$ cat config.mk
export PLATFORM = sky130hd
export DESIGN_NAME = aes128_round_sequencer_flat
export DESIGN_NICKNAME = d
export VERILOG_FILES = /design/src/rtl/aes128_round_sequencer_pkg.sv /design/src/rtl/aes128_round_sequencer_if.sv /design/src/rtl/aes128_round_sequencer.sv /design/src/flat_wrapper.sv
export SDC_FILE = /design/constraint.sdc
export NUM_CORES = 1
export LEC_CHECK = 0
export CAP_MARGIN = 5
export CELL_PAD_IN_SITES_DETAIL_PLACEMENT = 0
export CELL_PAD_IN_SITES_GLOBAL_PLACEMENT = 1
export CORE_AREA = 4 4 261 263
export CTS_BUF_LIST = sky130_fd_sc_hd__clkbuf_4 sky130_fd_sc_hd__clkbuf_8
export DETAILED_ROUTE_END_ITERATION = 10
export DIE_AREA = 0 0 265 267
export PLACE_DENSITY = 0.57
export SYNTH_ARGS = -nofsm -noshare
export SYNTH_HDL_FRONTEND = slang
export SYNTH_SLANG_ARGS = --single-unit
$ cat constraint.sdc
create_clock -name clk -period 5.5 [get_ports clk]
set_clock_uncertainty 0.05 [all_clocks]
set_input_delay 1.1 -clock clk [delete_from_list [all_inputs] [get_ports clk]]
set_output_delay 1.1 -clock clk [all_outputs]
set_load 0.01 [all_outputs]
$ cat src/rtl/aes128_round_sequencer_pkg.sv
// Shared AES-128 constants and the sequencer state encoding used by the
// round sequencer and its stream interface.
package aes_pkg;

    localparam int AES_BLOCK_W   = 128;
    localparam int AES128_ROUNDS = 10;
    localparam int RK_IDX_W      = 4;

    typedef enum logic [1:0] {
        ST_IDLE  = 2'd0,
        ST_ROUND = 2'd1,
        ST_DONE  = 2'd2
    } seq_state_e;

endpackage

$ cat src/rtl/aes128_round_sequencer_if.sv
// Plaintext-in / ciphertext-out valid/ready stream between the ECB front end
// (master) and the round sequencer (slave).
interface aes128_round_sequencer_if;
    import aes_pkg::*;

    logic                   in_valid;
    logic                   in_ready;
    logic [AES_BLOCK_W-1:0] in_block;
    logic                   out_valid;
    logic                   out_ready;
    logic [AES_BLOCK_W-1:0] out_block;

    modport master (
        output in_valid, in_block, out_ready,
        input  in_ready, out_valid, out_block
    );

    modport slave (
        input  in_valid, in_block, out_ready,
        output in_ready, out_valid, out_block
    );

endinterface

$ cat src/rtl/aes128_round_sequencer.sv
// Iterative AES-128 encryption controller: does the initial AddRoundKey itself,
// then steps an external single-cycle round datapath once per round.
module aes128_round_sequencer
    import aes_pkg::*;
#(
    parameter int NUM_ROUNDS = AES128_ROUNDS,
    parameter int CNT_W      = 32
) (
    input  logic                   clk,
    input  logic                   reset,
    aes128_round_sequencer_if.slave stream,
    output logic [RK_IDX_W-1:0]    rk_idx,
    input  logic [AES_BLOCK_W-1:0] rk_in,
    output logic [AES_BLOCK_W-1:0] rnd_state,
    output logic                   rnd_final,
    input  logic [AES_BLOCK_W-1:0] rnd_result,
    output logic                   busy,
    output logic [CNT_W-1:0]       blk_count
);

    localparam logic [1:0] IDLE  = 2'(ST_IDLE);
    localparam logic [1:0] ROUND = 2'(ST_ROUND);
    localparam logic [1:0] DONE  = 2'(ST_DONE);

    localparam logic [RK_IDX_W-1:0] LAST_RND = RK_IDX_W'(NUM_ROUNDS);

    logic [1:0]             state_q,     state_d;
    logic [RK_IDX_W-1:0]    round_ctr_q, round_ctr_d;
    logic [AES_BLOCK_W-1:0] state_reg_q, state_reg_d;
    logic [CNT_W-1:0]       blk_count_q, blk_count_d;

    always_comb begin
        state_d     = state_q;
        round_ctr_d = round_ctr_q;
        state_reg_d = state_reg_q;
        blk_count_d = blk_count_q;
        case (state_q)
            IDLE: begin
                // rk_idx is 0 here, so rk_in is the cipher key itself
                if (stream.in_valid) begin
                    state_reg_d = stream.in_block ^ rk_in;
                    round_ctr_d = RK_IDX_W'(1);
                    state_d     = ROUND;
                end
            end
            ROUND: begin
                state_reg_d = rnd_result;
                if (round_ctr_q == LAST_RND) begin
                    state_d = DONE;
                end else begin
                    round_ctr_d = round_ctr_q + RK_IDX_W'(1);
                end
            end
            DONE: begin
                if (stream.out_ready) begin
                    blk_count_d = blk_count_q + CNT_W'(1);
                    state_d     = IDLE;
                end
            end
            default: begin
                state_d = IDLE;
            end
        endcase
    end

    always_ff @(posedge clk) begin
        if (reset) begin
            state_q     <= IDLE;
            round_ctr_q <= '0;
            state_reg_q <= '0;
            blk_count_q <= '0;
        end else begin
            state_q     <= state_d;
            round_ctr_q <= round_ctr_d;
            state_reg_q <= state_reg_d;
            blk_count_q <= blk_count_d;
        end
    end

    // in_ready is masked by reset so no block is taken while the FSM is being cleared
    assign stream.in_ready  = (state_q == IDLE) && !reset;
    assign stream.out_valid = (state_q == DONE);
    assign stream.out_block = state_reg_q;

    assign rk_idx    = (state_q == ROUND) ? round_ctr_q : '0;
    assign rnd_state = state_reg_q;
    assign rnd_final = (state_q == ROUND) && (round_ctr_q == LAST_RND);
    assign busy      = (state_q == ROUND) || (state_q == DONE);
    assign blk_count = blk_count_q;

endmodule

$ cat src/flat_wrapper.sv
// flat-port wrapper written by rule: the top's interface ports become plain ports
module aes128_round_sequencer_flat import aes_pkg::*;
#(
    parameter int NUM_ROUNDS = AES128_ROUNDS,
    parameter int CNT_W      = 32
)
  (clk, reset, rk_idx, rk_in, rnd_state, rnd_final, rnd_result, busy, blk_count, stream_in_valid, stream_in_block, stream_out_ready, stream_in_ready, stream_out_valid, stream_out_block);
  aes128_round_sequencer_if stream_i ();
  input  logic clk;
  input  logic reset;
  output logic [RK_IDX_W-1:0] rk_idx;
  input  logic [AES_BLOCK_W-1:0] rk_in;
  output logic [AES_BLOCK_W-1:0] rnd_state;
  output logic rnd_final;
  input  logic [AES_BLOCK_W-1:0] rnd_result;
  output logic busy;
  output logic [CNT_W-1:0] blk_count;
  input wire logic [$bits(stream_i.in_valid)-1:0] stream_in_valid;
  input wire logic [$bits(stream_i.in_block)-1:0] stream_in_block;
  input wire logic [$bits(stream_i.out_ready)-1:0] stream_out_ready;
  output wire logic [$bits(stream_i.in_ready)-1:0] stream_in_ready;
  output wire logic [$bits(stream_i.out_valid)-1:0] stream_out_valid;
  output wire logic [$bits(stream_i.out_block)-1:0] stream_out_block;
  assign stream_i.in_valid = stream_in_valid;
  assign stream_i.in_block = stream_in_block;
  assign stream_i.out_ready = stream_out_ready;
  assign stream_in_ready = stream_i.in_ready;
  assign stream_out_valid = stream_i.out_valid;
  assign stream_out_block = stream_i.out_block;
  aes128_round_sequencer #(.NUM_ROUNDS(NUM_ROUNDS), .CNT_W(CNT_W)) u_core (.clk(clk), .reset(reset), .stream(stream_i), .rk_idx(rk_idx), .rk_in(rk_in), .rnd_state(rnd_state), .rnd_final(rnd_final), .rnd_result(rnd_result), .busy(busy), .blk_count(blk_count));
endmodule
==> impl_metrics.csv, run 1 <==
group,metric,value,unit
status,status,"complete, no violations",
layout,nFillCells,7027,
grt,antenna_found_initial,1,
cts,htree_num_levels,4,
floorplanning,pin_count,684,
setup_path,max_stage_delay,0.51,ns
cts,cts_max_path_buffers,2,
route,drt_iter0_drc,424,
timing,drv_slew,0,
placement,dpl-instance-area,0.0162,mm^2
synth,synthArstFlopShare,0,
floorplanning,start_util,0.143,
power_and_ir_drop,ir_drop,0.112,mV
cts,holdBufCountCts,0,
setup_path,cp_slowest_cell,"clkdlybuf4s50_1",
cts,clock_latency,0.54,ns
timing,hold_violations,0,
power_and_ir_drop,p_per_area,246,mW/mm^2
floorplanning,rows,94,
placement,dpl.hpwl,36100,um
route,drt_wl_total,46000,um
worst_hold_path,hp-class,"register to register",
setup_path,critPathKind,"register to output port",
setup_path,rr_startpoint,"u_core.state_q[1]$_SDFFE_PP0P_",
route,wl_per_cell,17.8,um
cts,post_cts_buffers,0,
synth,yosysSeqAreaShare,0.353,
grt,grt_start_max_net_pins,173,
setup_path,rrSetupSlack,2.88,ns
placement,gp_congestion,0.779,
floorplanning,dieWidth,265,um
route,num_vias,9984,
layout,multi_input_area,0.00478,mm^2
grt,grt_usage,0.123,
synth,yosys.area.top_type,"dfxtp_1",
timing,whs,0.422,ns
setup_path,startpoint,"u_core.state_q[1]$_SDFFE_PP0P_",
setup_path,reg2reg_to,"u_core.rnd_state[39]$_SDFFE_PP0P_",
flow_run,drv_cap,0,
synth,synth_edf_count,0,
synth,netlist.area_leader.share,0.353,
layout,stdcell_area,0.0166,mm^2
setup_path,path_cells,"inv_1 > ha_1 > inv_8 > nor2_1 > clkdlybuf4s50_1",
layout,drive_above_1_share,0.0280,
floorplanning,coreArea,0.0656,mm^2
timing,setup-violations-final,0,
grt,grt_first_pass_wirelength,66400,um
setup_path,cp-end-kind,"output port",
synth,syn_area,0.00941,mm^2
cts,cts_tree,"built",
floorplanning,fp.dieH,267,um
cts,cts.repair.resized,0,
synth,synthFlopType,"dfxtp_1",
synth,ys_types,37,
synth,syn_inst,1204,
grt,grt-ovfl-total,0,
cts,clock_sinks,166,
cts,numCtsBuffers,17,
synth,synth_area_leaders,"dfxtp_1 (35%), xnor2_1 (13%), nand2_1 (11%)",
timing,max_freq,0.291,GHz
setup_path,start_kind,"register",
placement,dp_slack,1.92,ns
setup_path,crit_path_end,"rk_idx[0]",
setup_path,rr_worst_depth,7,
setup_path,path_max_fanout,84,
timing,fin_setup_tns,0,ns
cts,root_buffer,"clkbuf_8",
timing,fin_crit_sh,0.625,
route,drc,0,
floorplanning,die_area,0.0708,mm^2
synth,ys_ff_latch,166,
route,ant_nets,0,
route,vias_per_cell,3.87,
timing,min_period,3.44,ns
synth,yosysWarnings,0,
power_and_ir_drop,p_leak,5.54,nW
setup_path,required,4.35,ns
timing,relSlewSlack,0.389,
timing,setup_ws,2.06,ns
synth,synth_nets,1599,
timing,rsz0062_at_grt,"false",
route,drt-pass1-iter-count,4,
layout,seqCellArea,0.00332,mm^2
grt,grt_pass1_vias,10300,
synth,avgSynthCellArea,7.82,um^2
placement,io_buffers,683,
cts,clkTransAtPathRegs,0.11,ns
timing,tightestPinTransition,0.916,ns
layout,area_delta_synth_final,76.4,%
setup_path,arrival,2.29,ns
layout,fin_nets,2097,
==> layout by cell type (no fill, tap or decap), types with 2 or more instances in the layout <==
cell,n
ha_1,7
xnor2_1,138
clkinv_2,2
nor4_1,5
clkdlybuf4s50_1,682
and2_1,5
nand2_1,275
nor2b_1,3
a21oi_1,152
inv_6,5
nor2_1,15
or4_1,18
o31ai_1,13
dfxtp_1,166
inv_8,4
o21ai_0,13
nor3_1,5
clkbuf_8,18
buf_4,7
nand2b_1,2
bufinv_16,3
buf_12,2
nand4_1,5
nand3_1,11
o211ai_1,126
inv_1,10
or3_1,6
==> cells in the mapped netlist (all sizes together) (11+ instances only) <==
| cell | number |
|---|---|
| or4 | 18 |
| dfxtp | 166 |
| buf | 141 |
| xnor2 | 138 |
| clkbuf | 72 |
| o21ai | 13 |
| a21oi | 152 |
| nand2 | 275 |
| o211ai | 126 |
| o31ai | 13 |
| nand3 | 11 |
| inv | 11 |
| nor2 | 15 |
==> routing by layer <==
layer | global-route usage | wire (um)
met1 | 0.142 | 18300
met2 | 0.225 | 24600
met3 | 0.0362 | 2640
met4 | 0.0264 | 503
met5 | 0 | 0
==> cell families (layout without fill, tap and decap cells) <==
| logic type | count (synthesis) | count (layout) | synth area share |
|---|---|---|---|
| muxes | 3 | 3 | 0.00346 |
| adders and majority gates | 7 | 7 | 0.00930 |
| xor gates and xnor gates | 139 | 139 | 0.129 |
| AOI/OAI and AO/OA | 308 | 308 | 0.202 |
| buffers and inverters | 224 | 735 | 0.141 |
| and+or+nand+nor | 357 | 357 | 0.162 |
| other | 0 | 1 | 0 |
| DFF | 166 | 166 | 0.353 |
==> cell type report <==
type | instances | area share
tap | 864 | 0.0651
sequential | 166 | 0.200
clock buffer | 18 | 0.0149
clock inverter | 14 | 0.0112
antenna | 1 | 0.000151
multi-input combinational | 814 | 0.288
inverter | 11 | 0.00294
timing repair buffer | 692 | 0.418
==> worst min-delay path by stage <==
stage	start	endpoint	depth (start not counted)
after floorplan	u_core.state_q[0]$_SDFFE_PP0P_	u_core.state_q[0]$_SDFFE_PP0P_	2
after global placement	u_core.rnd_state[111]$_SDFFE_PP0P_	u_core.rnd_state[111]$_SDFFE_PP0P_	2
after detailed placement	u_core.rnd_state[111]$_SDFFE_PP0P_	u_core.rnd_state[111]$_SDFFE_PP0P_	2
after CTS	u_core.rnd_state[111]$_SDFFE_PP0P_	u_core.rnd_state[111]$_SDFFE_PP0P_	2
after global routing	u_core.rnd_state[61]$_SDFFE_PP0P_	u_core.rnd_state[61]$_SDFFE_PP0P_	2
final	u_core.rnd_state[111]$_SDFFE_PP0P_	u_core.rnd_state[111]$_SDFFE_PP0P_	2
==> sequential cells by signal, indices dropped and copies added, names as in the netlist <==
name,flops
u_core.state_q,2
u_core.round_ctr_q,4
u_core.blk_count,32
u_core.rnd_state,128
==> critical path: cells and delay by family, from the launching register on <==
family        cells  cell delay (ns)
flops             1             0.37
buf+inv           3             0.98
fa+ha+maj         1             0.27
simple gates      1             0.12
==> stage by stage <==
stage / power (mW) / instances / utilization
floorplan: 2.25 / 1204 / -
global placement: 3.10 / 2547 / 0.246
detailed placement: 3.10 / 2547 / 0.246
CTS: 4.21 / 2579 / 0.253
global route: 4.35 / 2579 / 0.253
finish: 4.09 / 2580 / 0.253
==> report_power, final <==
group,internal (mW),total [mW],switching (mW)
logic,0.879,1.58,0.699
registers,1.33,1.47,0.139
clock network,0.475,1.04,0.567
total,2.69,4.09,1.41
Note: power is estimated with default switching activity, not from simulation.
==> run 2: changes to the inputs <==
- CORE_AREA: 4 4 261 263 -> 4 4 266 268
- DIE_AREA: 0 0 265 267 -> 0 0 270 272
- clock period: 5.5 -> 3.05 ns (I/O delays scaled with it)
==> run 2 against run 1 <==
Final area grew 1.1%. Via count grew 0.39%. First-iteration DRC count is the same. Sequential share of layout area shrank 0.22 points. Global-route usage shrank 0.69 points. Critical endpoint unchanged. Largest cell class unchanged. Largest power group unchanged. Highest routed layer unchanged.
==> impl_metrics.csv, run 2 (same netlist as run 1, synthesis figures left out) <==
group,metric,value,unit
route,ant_nets,0,
timing,fin_setup_tns,0,ns
power_and_ir_drop,p_leak,5.62,nW
floorplanning,rows,96,
setup_path,required,2.39,ns
timing,fin_crit_sh,0.898,
layout,final_common_cell,"clkdlybuf4s50_1",
worst_hold_path,min-delay-start,"u_core.rnd_state[34]$_SDFFE_PP0P_",
grt,grt_pass1_vias,10600,
layout,layout_common_cells,"clkdlybuf4s50_1 (682), nand2_1 (275), dfxtp_1 (166)",
floorplanning,fp.dieH,272,um
setup_path,cp-end-kind,"output port",
placement,dpl.hpwl,34900,um
power_and_ir_drop,ir_drop,0.281,mV
layout,fin_nets,2111,
timing,max_freq,0.365,GHz
setup_path,rr_startpoint,"u_core.state_q[0]$_SDFFE_PP0P_",
route,drt_wl_total,44100,um
cts,clkTransAtPathRegs,0.10,ns
timing,relSlewSlack,0.496,
timing,whs,0.426,ns
timing,hold_violations,0,
worst_hold_path,min_delay_path_depth,2,
cts,post_cts_buffers,0,
setup_path,path_max_fanout,11,
power_and_ir_drop,p_total,7.29,mW
placement,dp.cells,2579,
setup_path,rrSetupSlack,0.61,ns
setup_path,start_kind,"register",
setup_path,reg2reg_to,"u_core.blk_count[21]$_SDFFE_PP0P_",
route,drt_iter0_drc,424,
setup_path,arrival,2.08,ns
status,status,"complete, no violations",
setup_path,cp_slowest_cell,"clkdlybuf4s50_1",
grt,antenna_found_initial,1,
cts,cts_max_path_buffers,2,
floorplanning,coreArea,0.0683,mm^2
power_and_ir_drop,p_per_area,435,mW/mm^2
setup_path,crit_buf_inv,3,
setup_path,crit_family,"buffers and inverters",
worst_hold_path,whs_endpoint,"u_core.rnd_state[34]$_SDFFE_PP0P_",
cts,cts_tree,"built",
route,vias_per_cell,3.84,
cts,htree_num_levels,4,
setup_path,critPathKind,"register to output port",
timing,setup-violations-final,0,
layout,largest_register_ffs,128,
grt,grt_usage,0.116,
grt,grt-ovfl-total,0,
route,drt-pass1-iter-count,5,
placement,gp_congestion,0.760,
cts,root_buffer,"clkbuf_8",
grt,grt_start_max_net_pins,130,
cts,clock_latency,0.55,ns
cts,holdBufCountCts,0,
floorplanning,pin_count,684,
cts,clock_sinks,166,
route,num_vias,10000,
timing,rsz0062_at_grt,"false",
route,drc,0,
layout,finalNonFillerCells,2612,
floorplanning,die_area,0.0734,mm^2
timing,min_period,2.74,ns
layout,drive_above_1_share,0.0364,
placement,io_buffers,683,
route,wl_per_cell,16.9,um
setup_path,path_cells,"inv_1 > ha_2 > inv_8 > nor2_1 > clkdlybuf4s50_1",
timing,drv_slew,0,
timing,tightestPinTransition,0.755,ns
setup_path,max_stage_delay,0.56,ns
setup_path,rr_worst_depth,6,
floorplanning,dieWidth,270,um
cts,cts.repair.resized,0,
layout,area_delta_synth_final,78.3,%
grt,grt_first_pass_wirelength,65600,um
worst_hold_path,hp-class,"register to register",
floorplanning,start_util,0.138,
cts,numCtsBuffers,17,
flow_run,drv_cap,0,
## run 2: cell count changes in the layout (fill, tap and decap cells not counted), moves of 2 or more
cell,previous run,this run
clkinv_4,0,3
buf_4,7,15
bufinv_16,3,1
buf_12,2,8
inv_6,5,3
inv_8,4,6
clkinv_8,0,2
## run 2: stage by stage
step / setup WS [ns] / instance area, um^2 / utilization
global placement: 0.189 / 16400 / 0.239
floorplan: 0.843 / 9410 / -
CTS: 0.0795 / 16800 / 0.245
global route: 0.107 / 16800 / 0.246
finish: 0.310 / 16800 / 0.246
detailed placement: 0.138 / 16400 / 0.239
## run 2: metal layers
metal  up-vias  share of wire  track usage
met5         -              0            0
met2       390           0.52        0.212
met1      4593           0.40        0.130
li1       4998              -            -
met4         0          0.024       0.0408
met3        42          0.057       0.0316
## run 2: how the worst max path moves through the flow
stage                                        endpoint  slack (ns)  cells past startpoint                      startpoint
finish                                      rk_idx[0]        0.31                      5  u_core.state_q[1]$_SDFFE_PP0P_
global route                                rk_idx[0]        0.11                      5  u_core.state_q[1]$_SDFFE_PP0P_
CTS                                         rk_idx[0]        0.08                      5  u_core.state_q[1]$_SDFFE_PP0P_
detailed placement  u_core.blk_count[21]$_SDFFE_PP0P_        0.14                      5                stream_out_ready
global placement    u_core.blk_count[21]$_SDFFE_PP0P_        0.19                      5                stream_out_ready
floorplan           u_core.blk_count[21]$_SDFFE_PP0P_        0.84                      7  u_core.state_q[0]$_SDFFE_PP0P_
## run 2: tightest hold or removal path, stage by stage, from the launching register on
cell,delay [ns]
dfxtp_1,0.34
nand2_1,0.06
a21oi_1,0.05
## run 2: area by class of cell
class | count | area [um^2]
clock buffer | 17 | 234
clock inverter | 15 | 176
sequential | 166 | 3320
tap | 882 | 1100
inverter | 11 | 48.8
timing repair buffer | 706 | 7110
multi-input combinational | 814 | 4780
antenna | 1 | 2.50
fill | 7352 | 51600
## run 2: power by group
part           switching [mW]  internal [mW]
Clock                    1.05          0.693
Sequential              0.253           2.40
Combinational            1.25           1.64
==> run 3: changes to the inputs <==
- clock period: 3.05 -> 2.3 ns (I/O delays scaled with it)
==> run 3 against run 2 <==
Sequential cell count unchanged. Register-to-register slack got worse by 0.47 ns. Sequential share of layout area decreased by 0.23 points. Via count increased by 1.2%. Wire length increased by 1.6%. Critical endpoint is now u_core.blk_count[27]$_SDFFE_PP0P_. Critical path type is now register to register. Sequential power increased by 33%. Count of clock-buffer cells in the layout increased by 2. Final area increased by 1.3%.
==> impl_metrics.csv, run 3 (same netlist as run 1, synthesis figures left out) <==
group,metric,value,unit
grt,antenna_found_initial,1,
floorplanning,start_util,0.138,
timing,max_freq,0.462,GHz
setup_path,rr_worst_depth,7,
setup_path,rr_startpoint,"u_core.state_q[0]$_SDFFE_PP0P_",
setup_path,rrSetupSlack,0.14,ns
status,status,"complete, no violations",
cts,clock_sinks,166,
floorplanning,pin_count,684,
timing,fin_setup_tns,0,ns
layout,nFillCells,7299,
cts,holdBufCountCts,0,
layout,seqCellArea,0.00333,mm^2
setup_path,required,2.72,ns
route,wl_per_cell,17.0,um
power_and_ir_drop,p_per_area,570,mW/mm^2
route,drt_wl_total,44900,um
power_and_ir_drop,ir_drop,0.224,mV
timing,tightestPinTransition,0.571,ns
floorplanning,die_area,0.0734,mm^2
route,ant_nets,0,
timing,min_period,2.16,ns
cts,root_buffer,"clkbuf_8",
cts,htree_num_levels,4,
power_and_ir_drop,p_leak,5.78,nW
floorplanning,dieWidth,270,um
cts,numCtsBuffers,17,
setup_path,crit_family,"simple AND/OR/NAND/NOR gates",
setup_path,cp_slowest_cell,"or4_1",
grt,grt_util_met1,0.134,
layout,drive_above_1_share,0.0548,
cts,cts_max_path_buffers,2,
grt,grt_first_pass_wirelength,66400,um
setup_path,cp-end-kind,"register",
grt,grt-ovfl-total,0,
layout,area_delta_synth_final,80.7,%
grt,grt_usage,0.118,
placement,gp_congestion,0.762,
timing,relSlewSlack,0.620,
setup_path,path_max_fanout,14,
setup_path,cp.depth,7,
setup_path,path_cells,"inv_2 > ha_2 > nand4_1 > or4_1 > buf_4 > or4_1 > a21oi_1",
worst_hold_path,hp-class,"input pin to register",
route,num_vias,10100,
layout,final_common_cell,"clkdlybuf4s50_1",
flow_run,drv_cap,0,
timing,setup-violations-final,0,
floorplanning,rows,96,
setup_path,reg2reg_to,"u_core.blk_count[27]$_SDFFE_PP0P_",
placement,io_buffers,683,
power_and_ir_drop,p_total,9.69,mW
timing,drv_slew,0,
floorplanning,fp.dieH,272,um
placement,dp_slack,-0.241,ns
grt,use_met2,0.213,
setup_path,max_stage_delay,0.47,ns
setup_path,startpoint,"u_core.state_q[0]$_SDFFE_PP0P_",
placement,dpl.hpwl,35900,um
route,drt_iter0_drc,311,
grt,grt_pass1_vias,10700,
setup_path,cpMostUsedCell,"or4_1",
setup_path,critPathKind,"register to register",
grt,grt_start_max_net_pins,107,
cts,cts_tree,"built",
layout,layout_common_cells,"clkdlybuf4s50_1 (673), nand2_1 (275), dfxtp_1 (162)",
timing,fin_crit_sh,0.941,
timing,setup_ws,0.136,ns
layout,largest_register_ffs,128,
timing,hold_violations,0,
floorplanning,coreArea,0.0683,mm^2
route,drt-pass1-iter-count,6,
route,drc,0,
cts,clkTransAtPathRegs,0.10,ns
setup_path,crit_buf_inv,2,
worst_hold_path,min-delay-start,"reset",
route,vias_per_cell,3.85,
setup_path,crit_path_end,"u_core.blk_count[27]$_SDFFE_PP0P_",
grt,grt_busiest_layer,"met2",
layout,finalNonFillerCells,2637,
placement,dp.cells,2603,
setup_path,arrival,2.58,ns
cts,clock_latency,0.53,ns
setup_path,start_kind,"register",
grt,use_met3,0.0330,
layout,fin_nets,2137,
layout,multi_input_area,0.00481,mm^2
[run 3: changes by cell type in the layout (fill, tap and decap cells not counted), moves of 4 or more]
cell	delta
dfxtp_2	+4
dfxtp_1	-4
clkdlybuf4s50_1	-9
buf_4	+24
dlygate4sd2_1	+9
inv_8	-5
[run 3: power breakdown]
group	switching, mW	internal [mW]	total (mW)
Combinational	1.68	2.23	3.91
Clock	1.25	1.01	2.26
Sequential	0.340	3.18	3.52
Total	3.27	6.42	9.69
[run 3: worst min path at each step]
stage | endpoint | slack (ns) | cells past startpoint
final | u_core.rnd_state[114]$_SDFFE_PP0P_ | 0.33 | 3
after global placement | u_core.rnd_state[112]$_SDFFE_PP0P_ | 0.41 | 2
after CTS | u_core.blk_count[0]$_SDFFE_PP0P_ | 0.28 | 3
after floorplan | u_core.state_q[0]$_SDFFE_PP0P_ | 0.40 | 2
after detailed placement | u_core.rnd_state[111]$_SDFFE_PP0P_ | 0.42 | 2
after global routing | u_core.blk_count[3]$_SDFFE_PP0P_ | 0.31 | 3
[run 3: per-layer routing]
metal,wire [um],share of wire
met2,23300,0.52
met1,18100,0.40
met5,0,0
met4,1010,0.022
met3,2450,0.055
[run 3: worst reg2reg max path, delay by kind of cell, from the launching register on]
| kind | cells | cell delay (ns) |
|---|---|---|
| AO/OA/AOI/OAI | 1 | 0.17 |
| buffers and inverters | 2 | 0.30 |
| AND/OR/NAND/NOR | 3 | 1.03 |
| adder cells (fa/ha/maj) | 1 | 0.20 |
| flip-flops | 1 | 0.36 |
[run 3: per-stage QoR]
step | hold slack (ns) | area (um^2) | util
after global placement | 0.405 | 16600 | 0.242
after floorplan | 0.404 | 9410 | -
after CTS | 0.278 | 17000 | 0.249
after global routing | 0.311 | 17000 | 0.249
final | 0.327 | 17000 | 0.249
after detailed placement | 0.417 | 16600 | 0.242
[run 3: cell type report]
cell class | instances | area share
Timing Repair Buffer | 732 | 0.430
Tap cell | 882 | 0.0649
Clock inverter | 11 | 0.00736
Antenna cell | 2 | 0.000294
Multi-Input combinational cell | 814 | 0.283
Clock buffer | 19 | 0.0154
Inverter | 11 | 0.00287
Sequential cell | 166 | 0.196
[run 3: what timing repair did]
item	4_1_cts	5_1_grt
setup endpoints to repair	11	2
gates cloned	0	0
gates resized for setup	18	3
buffers inserted	2	0
